===== config.mk =====
export PLATFORM = sky130hd
export DESIGN_NAME = perf_snapshot_unit
export DESIGN_NICKNAME = d
export VERILOG_FILES = /design/src/rtl/perf_snapshot_unit.sv
export SDC_FILE = /design/constraint.sdc
export NUM_CORES = 1
export LEC_CHECK = 0
export BUFFER_PORTS_ARGS = -buffer_cell sky130_fd_sc_hd__buf_2
export CORE_MARGIN = 2
export CORE_UTILIZATION = 34
export DETAILED_ROUTE_END_ITERATION = 6
export PLACE_DENSITY = 0.5
export SYNTH_ARGS = -nofsm -noshare
export SYNTH_HDL_FRONTEND = slang
export SYNTH_SLANG_ARGS = --single-unit

===== constraint.sdc =====
create_clock -name clk_i -period 11.88 [get_ports clk_i]
set_clock_uncertainty 0.15 [all_clocks]
set_input_delay 1.188 -clock clk_i [delete_from_list [all_inputs] [get_ports clk_i]]
set_output_delay 1.188 -clock clk_i [all_outputs]
set_load 0.03 [all_outputs]

===== src/rtl/perf_snapshot_unit.sv =====
// perf_snapshot_unit: periodically scans enabled perf counters into a valid/ready sample FIFO
module perf_snapshot_unit #(
  parameter int NrCounters    = 16,
  parameter int FifoDepth     = 8,
  parameter int IntervalWidth = 32,
  parameter int Xlen          = 64
) (
  input  logic                     clk_i,
  input  logic                     rst_ni,
  input  logic                     clr_i,
  input  logic                     en_i,
  input  logic [IntervalWidth-1:0] interval_i,
  input  logic [NrCounters-1:0]    mask_i,
  output logic                     rd_req_o,
  output logic [4:0]               rd_addr_o,
  input  logic                     rd_gnt_i,
  input  logic [Xlen-1:0]          rd_data_i,
  output logic                     sample_valid_o,
  input  logic                     sample_ready_i,
  output logic [Xlen-1:0]          sample_data_o,
  output logic [4:0]               sample_idx_o,
  output logic                     sample_last_o,
  output logic                     busy_o,
  output logic [15:0]              missed_o
);
  localparam int Aw = $clog2(FifoDepth);
  localparam int Ew = Xlen + 6;
  typedef enum logic {IDLE, SCAN} state_e;
  state_e                   r_state, w_state_nxt;
  logic [IntervalWidth-1:0] r_timer;
  logic [NrCounters-1:0]    r_mask;
  logic [4:0]               r_idx, w_cur;
  logic [15:0]              r_missed;
  logic [Aw:0]              r_wr_ptr, r_rd_ptr;
  logic [Ew-1:0]            r_mem [FifoDepth];
  logic [Ew-1:0]            w_head;
  logic                     w_found, w_higher, w_tick, w_full, w_empty, w_pop, w_push, w_scan;
  assign w_tick   = en_i && (r_timer == interval_i);
  assign w_scan   = (r_state == SCAN);
  assign w_empty  = (r_wr_ptr == r_rd_ptr);
  assign w_full   = ((r_wr_ptr ^ r_rd_ptr) == {1'b1, {Aw{1'b0}}});
  assign w_pop    = !w_empty && sample_ready_i;
  assign rd_req_o = w_scan && w_found && (!w_full || w_pop);
  assign rd_addr_o = (w_scan && w_found) ? w_cur : 5'd0;
  assign w_push   = rd_req_o && rd_gnt_i;
  assign busy_o   = w_scan;
  assign missed_o = r_missed;
  assign w_head   = r_mem[r_rd_ptr[Aw-1:0]];
  assign sample_valid_o = !w_empty;
  assign sample_data_o  = w_empty ? '0 : w_head[Ew-1:6];
  assign sample_idx_o   = w_empty ? '0 : w_head[5:1];
  assign sample_last_o  = !w_empty && w_head[0];
  // Lowest enabled index at or above the scan pointer, and whether any enabled index lies beyond it.
  always_comb begin
    w_cur = '0;
    w_found = 1'b0;
    w_higher = 1'b0;
    for (int i = NrCounters - 1; i >= 0; i--)
      if (r_mask[i] && 5'(i) >= r_idx) begin
        w_cur = 5'(i);
        w_found = 1'b1;
      end
    for (int i = 0; i < NrCounters; i++)
      if (r_mask[i] && 5'(i) > w_cur) w_higher = 1'b1;
  end
  // Scan starts on a tick from IDLE; it ends after the last push, or at once when nothing is enabled.
  always_comb begin
    w_state_nxt = r_state;
    if (!w_scan && w_tick) w_state_nxt = SCAN;
    else if (w_scan && (!w_found || (w_push && !w_higher))) w_state_nxt = IDLE;
  end
  // State register, interval timer, scan pointer with its latched mask, and saturating missed-tick count.
  always_ff @(posedge clk_i or negedge rst_ni)
    if (!rst_ni) begin
      r_state  <= IDLE;
      r_timer  <= '0;
      r_idx    <= '0;
      r_mask   <= '0;
      r_missed <= '0;
    end else if (clr_i) begin
      r_state  <= IDLE;
      r_timer  <= '0;
      r_idx    <= '0;
      r_mask   <= '0;
      r_missed <= '0;
    end else begin
      r_state <= w_state_nxt;
      r_timer <= (!en_i || w_tick) ? '0 : r_timer + 1'b1;
      if (!w_scan && w_tick) begin
        r_idx  <= '0;
        r_mask <= mask_i;
      end else if (w_push) r_idx <= w_cur + 5'd1;
      if (w_scan && w_tick && r_missed != 16'hFFFF) r_missed <= r_missed + 16'd1;
    end
  // FIFO pointers; the extra MSB distinguishes full from empty.
  always_ff @(posedge clk_i or negedge rst_ni)
    if (!rst_ni) begin
      r_wr_ptr <= '0;
      r_rd_ptr <= '0;
    end else if (clr_i) begin
      r_wr_ptr <= '0;
      r_rd_ptr <= '0;
    end else begin
      if (w_push) r_wr_ptr <= r_wr_ptr + 1'b1;
      if (w_pop) r_rd_ptr <= r_rd_ptr + 1'b1;
    end
  // Sample storage needs no reset: outputs are masked while the FIFO is empty.
  always_ff @(posedge clk_i)
    if (w_push) r_mem[r_wr_ptr[Aw-1:0]] <= {rd_data_i, w_cur, !w_higher};
endmodule

==> flow_metrics.env, run 1 <==
export IMPL_nets=1789
export IMPL_drt_wl_total_um=59800
export IMPL_criticalPathCategory="flop to output pin"
export IMPL_seq_power_share=0.509
export IMPL_fin_util=0.403
export IMPL_vias=13500
export IMPL_vias_per_cell=5.00
export IMPL_async_reset_ff_frac=0.124
export IMPL_routedWlPerCell_um=22.2
export IMPL_rrSetupSlack_ps=7650
export IMPL_clkPwrFrac=0.479
export IMPL_rsz0062_at_grt="no"
export IMPL_crit_arrival_ps=3990
export IMPL_cts_resized=0
export IMPL_core_um2=75600
export IMPL_clk_pin_slew_ps=60
export IMPL_clockBufferDepth=3
export IMPL_status="finished, final reports clean"
export IMPL_cts_tree="yes"
export IMPL_r2r_end="r_mem[2][0]$_DFFE_PP_"
export IMPL_hold_ws_ps=268
export IMPL_hpwlAfterDp_um=34100
export IMPL_ys_warn_count=0
export IMPL_ir_worst_vdd_v=0.000119
export IMPL_finalMaxSlewViolations=0
export IMPL_grt_max_degree=68
export IMPL_port_buffers=209
export IMPL_gp_congestion=0.791
export IMPL_synth_compound_area_frac=0.0245
export IMPL_start_kind="flop"
export IMPL_multiInputGateArea_um2=6950
export IMPL_power_switching_w=0.000937
export IMPL_most_common_layout_cells="edfxtp_1, buf_2, nor2_1, mux4_2, mux2i_1"
export IMPL_synth_top_family_by_area="multiplexers"
export IMPL_synth_cell_types=69
export IMPL_cts_hold_buf=0
export IMPL_cts_buffers=73
export IMPL_instances_no_fill=2698
export IMPL_clk_latency_ps=600
export IMPL_die_area_um2=78200
export IMPL_grt_first_pass_wirelength_um=90000
export IMPL_root_buffer="clkbuf_16"
export IMPL_setup_tns_ps=0
export IMPL_ant_nets=0
export IMPL_p_int_w=0.00379
export IMPL_fp_dieW_um=280
export IMPL_pre_cts_ws_ps=7030
export IMPL_tightest_slew_ps=1030
export IMPL_cts_sinks=630
export IMPL_synth_xor_area_frac=0.0268
export IMPL_p_leak_nw=10.4
export IMPL_synthFlopType="edfxtp_1"
export IMPL_power_density_nw_per_um2=155
export IMPL_grt_pass1_vias=14300
export IMPL_drive_above_1_share=0.299
export IMPL_synthAdderAreaFrac=0.00339
export IMPL_initial_utilization=0.342
export IMPL_final_setup_viol_count=0
export IMPL_r2r_cells=13
export IMPL_hold_viol=0
export IMPL_yosysTopAreaCellShare=0.642
export IMPL_setup_ws_ps=6550
export IMPL_synth_top_area_cell="edfxtp_1"
export IMPL_fin_crit_sh=0.448
export IMPL_fillers=6897
export IMPL_ys_seq_area_frac=0.718
export IMPL_synth_cells=1428
export IMPL_rows=101
export IMPL_fp_dieH_um=280
export IMPL_crit_path_end_kind="output pin"
export IMPL_avgSynthCellArea_um2=18.1
export IMPL_max_cap_violations=0
export IMPL_ios=212
export IMPL_overflow=0
export IMPL_required_ps=10540
export IMPL_post_cts_buffers=0
export IMPL_drcViolationCount=0
export IMPL_synth_area_leaders="edfxtp_1, mux4_2, dfrtp_1, mux2i_1, nor2_1"
export IMPL_hold_class="input port to async pin"
export IMPL_placedCellCount=2567
export IMPL_ys_ff_latch=630
export IMPL_synth_edf_count=552
export IMPL_antenna_found_initial=7
export IMPL_comb_power_share=0.012
export IMPL_fin_crit_ps=5330
export IMPL_grt_total_usage=0.154
export IMPL_yosys_area_share_simple=0.0570
export IMPL_htreeDepth=3
export IMPL_final_common_cell="edfxtp_1"
export IMPL_reg2reg_from="r_idx[3]$_DFFE_PN0P_"
export IMPL_regArea_um2=18500
export IMPL_dr_pass1_iters=5
export IMPL_swShare=0.198
export IMPL_worst_path_max_fanout=46
export IMPL_relSlewSlack=0.311
export IMPL_synthMuxAreaShare=0.155
export IMPL_drt_iter0_markers=822
export IMPL_antenna_cells=0
export IMPL_fmax_mhz=188
export IMPL_area_growth_pct=18.0
export IMPL_syn_area_um2=25800
## state kept, by name, indices dropped and copies added (netlist names)
name	cells
r_mem	552
missed_o	16
r_mask	16
r_idx	5
r_rd_ptr	4
busy_o	1
r_timer	32
r_wr_ptr	4
## power by group through the flow
stage / combinational (W) / clock [W] / sequential (W)
after floorplan: 0.0000100 / 0 / 0.00245
after global placement: 0.0000565 / 0 / 0.00245
after detailed placement: 0.0000589 / 0 / 0.00245
after CTS: 0.0000591 / 0.00233 / 0.00241
after global routing: 0.0000654 / 0.00242 / 0.00240
final: 0.0000572 / 0.00226 / 0.00241
## layout make-up
cell class | count | share of cell area
flip-flops and latches | 630 | 0.609
repair buffers | 235 | 0.0408
inverters | 18 | 0.00226
clock inverters | 47 | 0.0166
clock buffers | 84 | 0.0634
multi-input cells | 706 | 0.228
well taps | 978 | 0.0402
## critical path, cell delays in order (launching register included)
cell	delay, ps
dfrtp_4	550
buf_4	760
buf_4	850
mux4_2	590
mux2i_1	340
nor2_1	70
buf_2	200
## logic make-up (layout without fill, tap and decap cells)
group / Yosys count / count (layout)
AND/OR/NAND/NOR: 307 / 307
buffers and inverters: 93 / 384
multiplexers: 228 / 228
XOR/XNOR: 79 / 79
adder cells (fa/ha/maj): 7 / 7
AO/OA/AOI/OAI: 83 / 83
other: 1 / 2
flip-flops: 630 / 630
## through the flow
stage | instance area [um^2] | power, W
floorplan | 25800 | 0.00246
global placement | 28000 | 0.00251
global route | 30500 | 0.00489
CTS | 30500 | 0.00480
detailed placement | 28000 | 0.00251
finish | 30500 | 0.00473
## layer usage
layer	GRT usage	vias up	share of wire	wire length, um
met5	0	-	0.0012	73
met4	0.0424	10	0.022	1340
met3	0.0339	102	0.044	2640
met2	0.260	280	0.50	29700
met1	0.200	7004	0.44	26000
li1	-	6082	-	-
## cells in the mapped netlist, types with 14 or more instances
library cell	n
clkbuf_1	42
nor3_1	14
xor2_1	55
buf_1	21
inv_1	18
nand3_1	23
nand2_1	33
mux2i_1	89
mux4_2	138
o21ai_0	14
a21oi_1	20
dfrtp_1	78
nor2_1	159
edfxtp_1	552
xnor2_1	24
## worst max-delay path by stage
stage                                        from               endpoint  cells after the start
after floorplan              r_idx[3]$_DFFE_PN0P_  r_mem[1][0]$_DFFE_PP_                      8
after global placement    r_rd_ptr[0]$_DFFE_PN0P_      sample_data_o[34]                      6
after detailed placement  r_rd_ptr[0]$_DFFE_PN0P_      sample_data_o[34]                      6
after CTS                 r_rd_ptr[0]$_DFFE_PN0P_      sample_data_o[34]                      6
after global routing      r_rd_ptr[0]$_DFFE_PN0P_      sample_data_o[21]                      6
final                     r_rd_ptr[0]$_DFFE_PN0P_      sample_data_o[34]                      6
Note: power is estimated with default switching activity, not from simulation.
==> run 2, diff against run 1 <==
- PLACE_DENSITY: 0.5 -> 0.52
- clock period: 11.88 -> 4.4 ns (I/O delays scaled with it)
==> run 2 against run 1 <==
Net effect: clock power is 150% higher; via count is 2.0% higher; global-route usage is 0.079 points higher; critical path depth is 7 higher; utilization is 1.1 points higher; clock-buffer cell count is 4 higher; cell count is 2.9% higher; routed wire length hardly changed; sequential share of layout area is 1.6 points lower; final area is 2.7% higher; sequential cell count stayed put.
==> flow_metrics.env, run 2 (synthesis gave the netlist of run 1 again) <==
export IMPL_vias_per_cell=4.95
export IMPL_hold_viol=0
export IMPL_startpoint="r_idx[2]$_DFFE_PN0P_"
export IMPL_hold_ws_ps=92.0
export IMPL_most_common_layout_cells="edfxtp_1, buf_2, nor2_1, mux4_2, mux2i_1"
export IMPL_routedWlPerCell_um=21.5
export IMPL_placed_area_um2=28300
export IMPL_reg2reg_from="r_idx[2]$_DFFE_PN0P_"
export IMPL_r2r_cells=13
export IMPL_clk_latency_ps=610
export IMPL_ir_worst_vdd_v=0.000230
export IMPL_fp_dieH_um=280
export IMPL_grt_pass1_vias=14400
export IMPL_tightest_slew_ps=1050
export IMPL_required_ps=4670
export IMPL_rrSetupSlack_ps=530
export IMPL_power_density_nw_per_um2=393
export IMPL_cts_buffers=71
export IMPL_clockBufferDepth=3
export IMPL_finalMaxSlewViolations=0
export IMPL_fmax_mhz=258
export IMPL_gp_congestion=0.846
export IMPL_criticalPathCategory="flop to flop"
export IMPL_cts_tree="yes"
export IMPL_min_path_cells=4
export IMPL_rows=101
export IMPL_crit_arrival_ps=4140
export IMPL_hpwlAfterDp_um=33700
export IMPL_max_cap_violations=0
export IMPL_drt_wl_total_um=59800
export IMPL_hold_class="input port to flop"
export IMPL_drt_iter0_markers=962
export IMPL_fin_crit_sh=0.880
export IMPL_area_growth_pct=21.2
export IMPL_root_buffer="clkbuf_16"
export IMPL_htreeDepth=3
export IMPL_fin_crit_ps=3870
export IMPL_grt_first_pass_wirelength_um=90800
export IMPL_worst_path_max_fanout=11
export IMPL_grt_max_degree=142
export IMPL_dr_pass1_iters=5
export IMPL_grt_total_usage=0.155
export IMPL_nets=1868
export IMPL_overflow=0
export IMPL_design_area_um2=31300
export IMPL_rsz0062_at_grt="no"
export IMPL_die_area_um2=78200
export IMPL_status="finished, final reports clean"
export IMPL_ios=212
export IMPL_power_w=0.0123
export IMPL_drive_above_1_share=0.287
export IMPL_largest_reg_flops=552
export IMPL_vias=13700
export IMPL_cts_sinks=630
export IMPL_antenna_found_initial=6
export IMPL_crit_path_end_kind="flop"
export IMPL_port_buffers=209
export IMPL_hold_path_end="r_rd_ptr[2]$_DFFE_PN0P_"
export IMPL_final_common_cell="edfxtp_1"
export IMPL_final_setup_viol_count=0
export IMPL_p_leak_nw=10.7
export IMPL_r2r_end="r_mem[2][0]$_DFFE_PP_"
export IMPL_core_um2=75600
export IMPL_ant_nets=0
export IMPL_initial_utilization=0.342
export IMPL_antenna_cells=0
export IMPL_start_kind="flop"
export IMPL_hp_start="sample_ready_i"
export IMPL_drcViolationCount=0
export IMPL_setup_ws_ps=530
export IMPL_pre_cts_ws_ps=533
export IMPL_fp_dieW_um=280
export IMPL_clk_pin_slew_ps=60
export IMPL_setup_tns_ps=0
export IMPL_relSlewSlack=0.298
## run 2: worst max-delay path, stage by stage (launching register included)
cell and delay (ps):
dfrtp_1 650, buf_4 240, nand3_1 120, and3b_1 230, a211oi_1 210, o22ai_1 140
or2_1 340, inv_1 320, ha_1 300, mux2i_1 110, o31ai_1 200, nand3_1 140
a211oi_2 240, and2_1 290
## run 2: what timing repair did
item	in CTS	in global routing
buffers inserted	0	0
hold buffers	81	0
gates resized for setup	0	0
endpoints found under the hold margin	561	0
## run 2: how the worst max path moves through the flow
stage,slack [ps],end
5_1_grt,220,r_mem[2][0]$_DFFE_PP_
3_5_place_dp,530,r_mem[4][0]$_DFFE_PP_
3_3_place_gp,520,r_mem[2][0]$_DFFE_PP_
2_1_floorplan,-100,r_mem[1][0]$_DFFE_PP_
4_1_cts,530,r_mem[3][0]$_DFFE_PP_
6_report,530,r_mem[2][0]$_DFFE_PP_
## run 2: through the flow
step	util	instances
after global routing	0.414	2775
after global placement	0.374	2567
final	0.414	2775
after CTS	0.414	2775
after floorplan	-	1429
after detailed placement	0.374	2567
## run 2: report_power, final
part           leakage [nW]  switching (W)  internal (W)
logic                  3.51       0.000125     0.0000948
registers              6.09     0.00000123       0.00649
clock network          1.08        0.00237       0.00322
## run 2: cell type report
cell class / count / area [um^2]
well taps: 978 / 1220
fillers: 6853 / 44300
clock buffers: 88 / 1870
multi-input cells: 706 / 7070
inverters: 18 / 68.8
clock inverters: 39 / 324
flip-flops and latches: 630 / 18500
repair buffers: 316 / 2180
## run 2: layer usage
metal | wire length [um] | GRT usage
met2 | 29400 | 0.255
met4 | 1400 | 0.0450
met5 | 91 | 0
met3 | 2590 | 0.0312
met1 | 26300 | 0.208
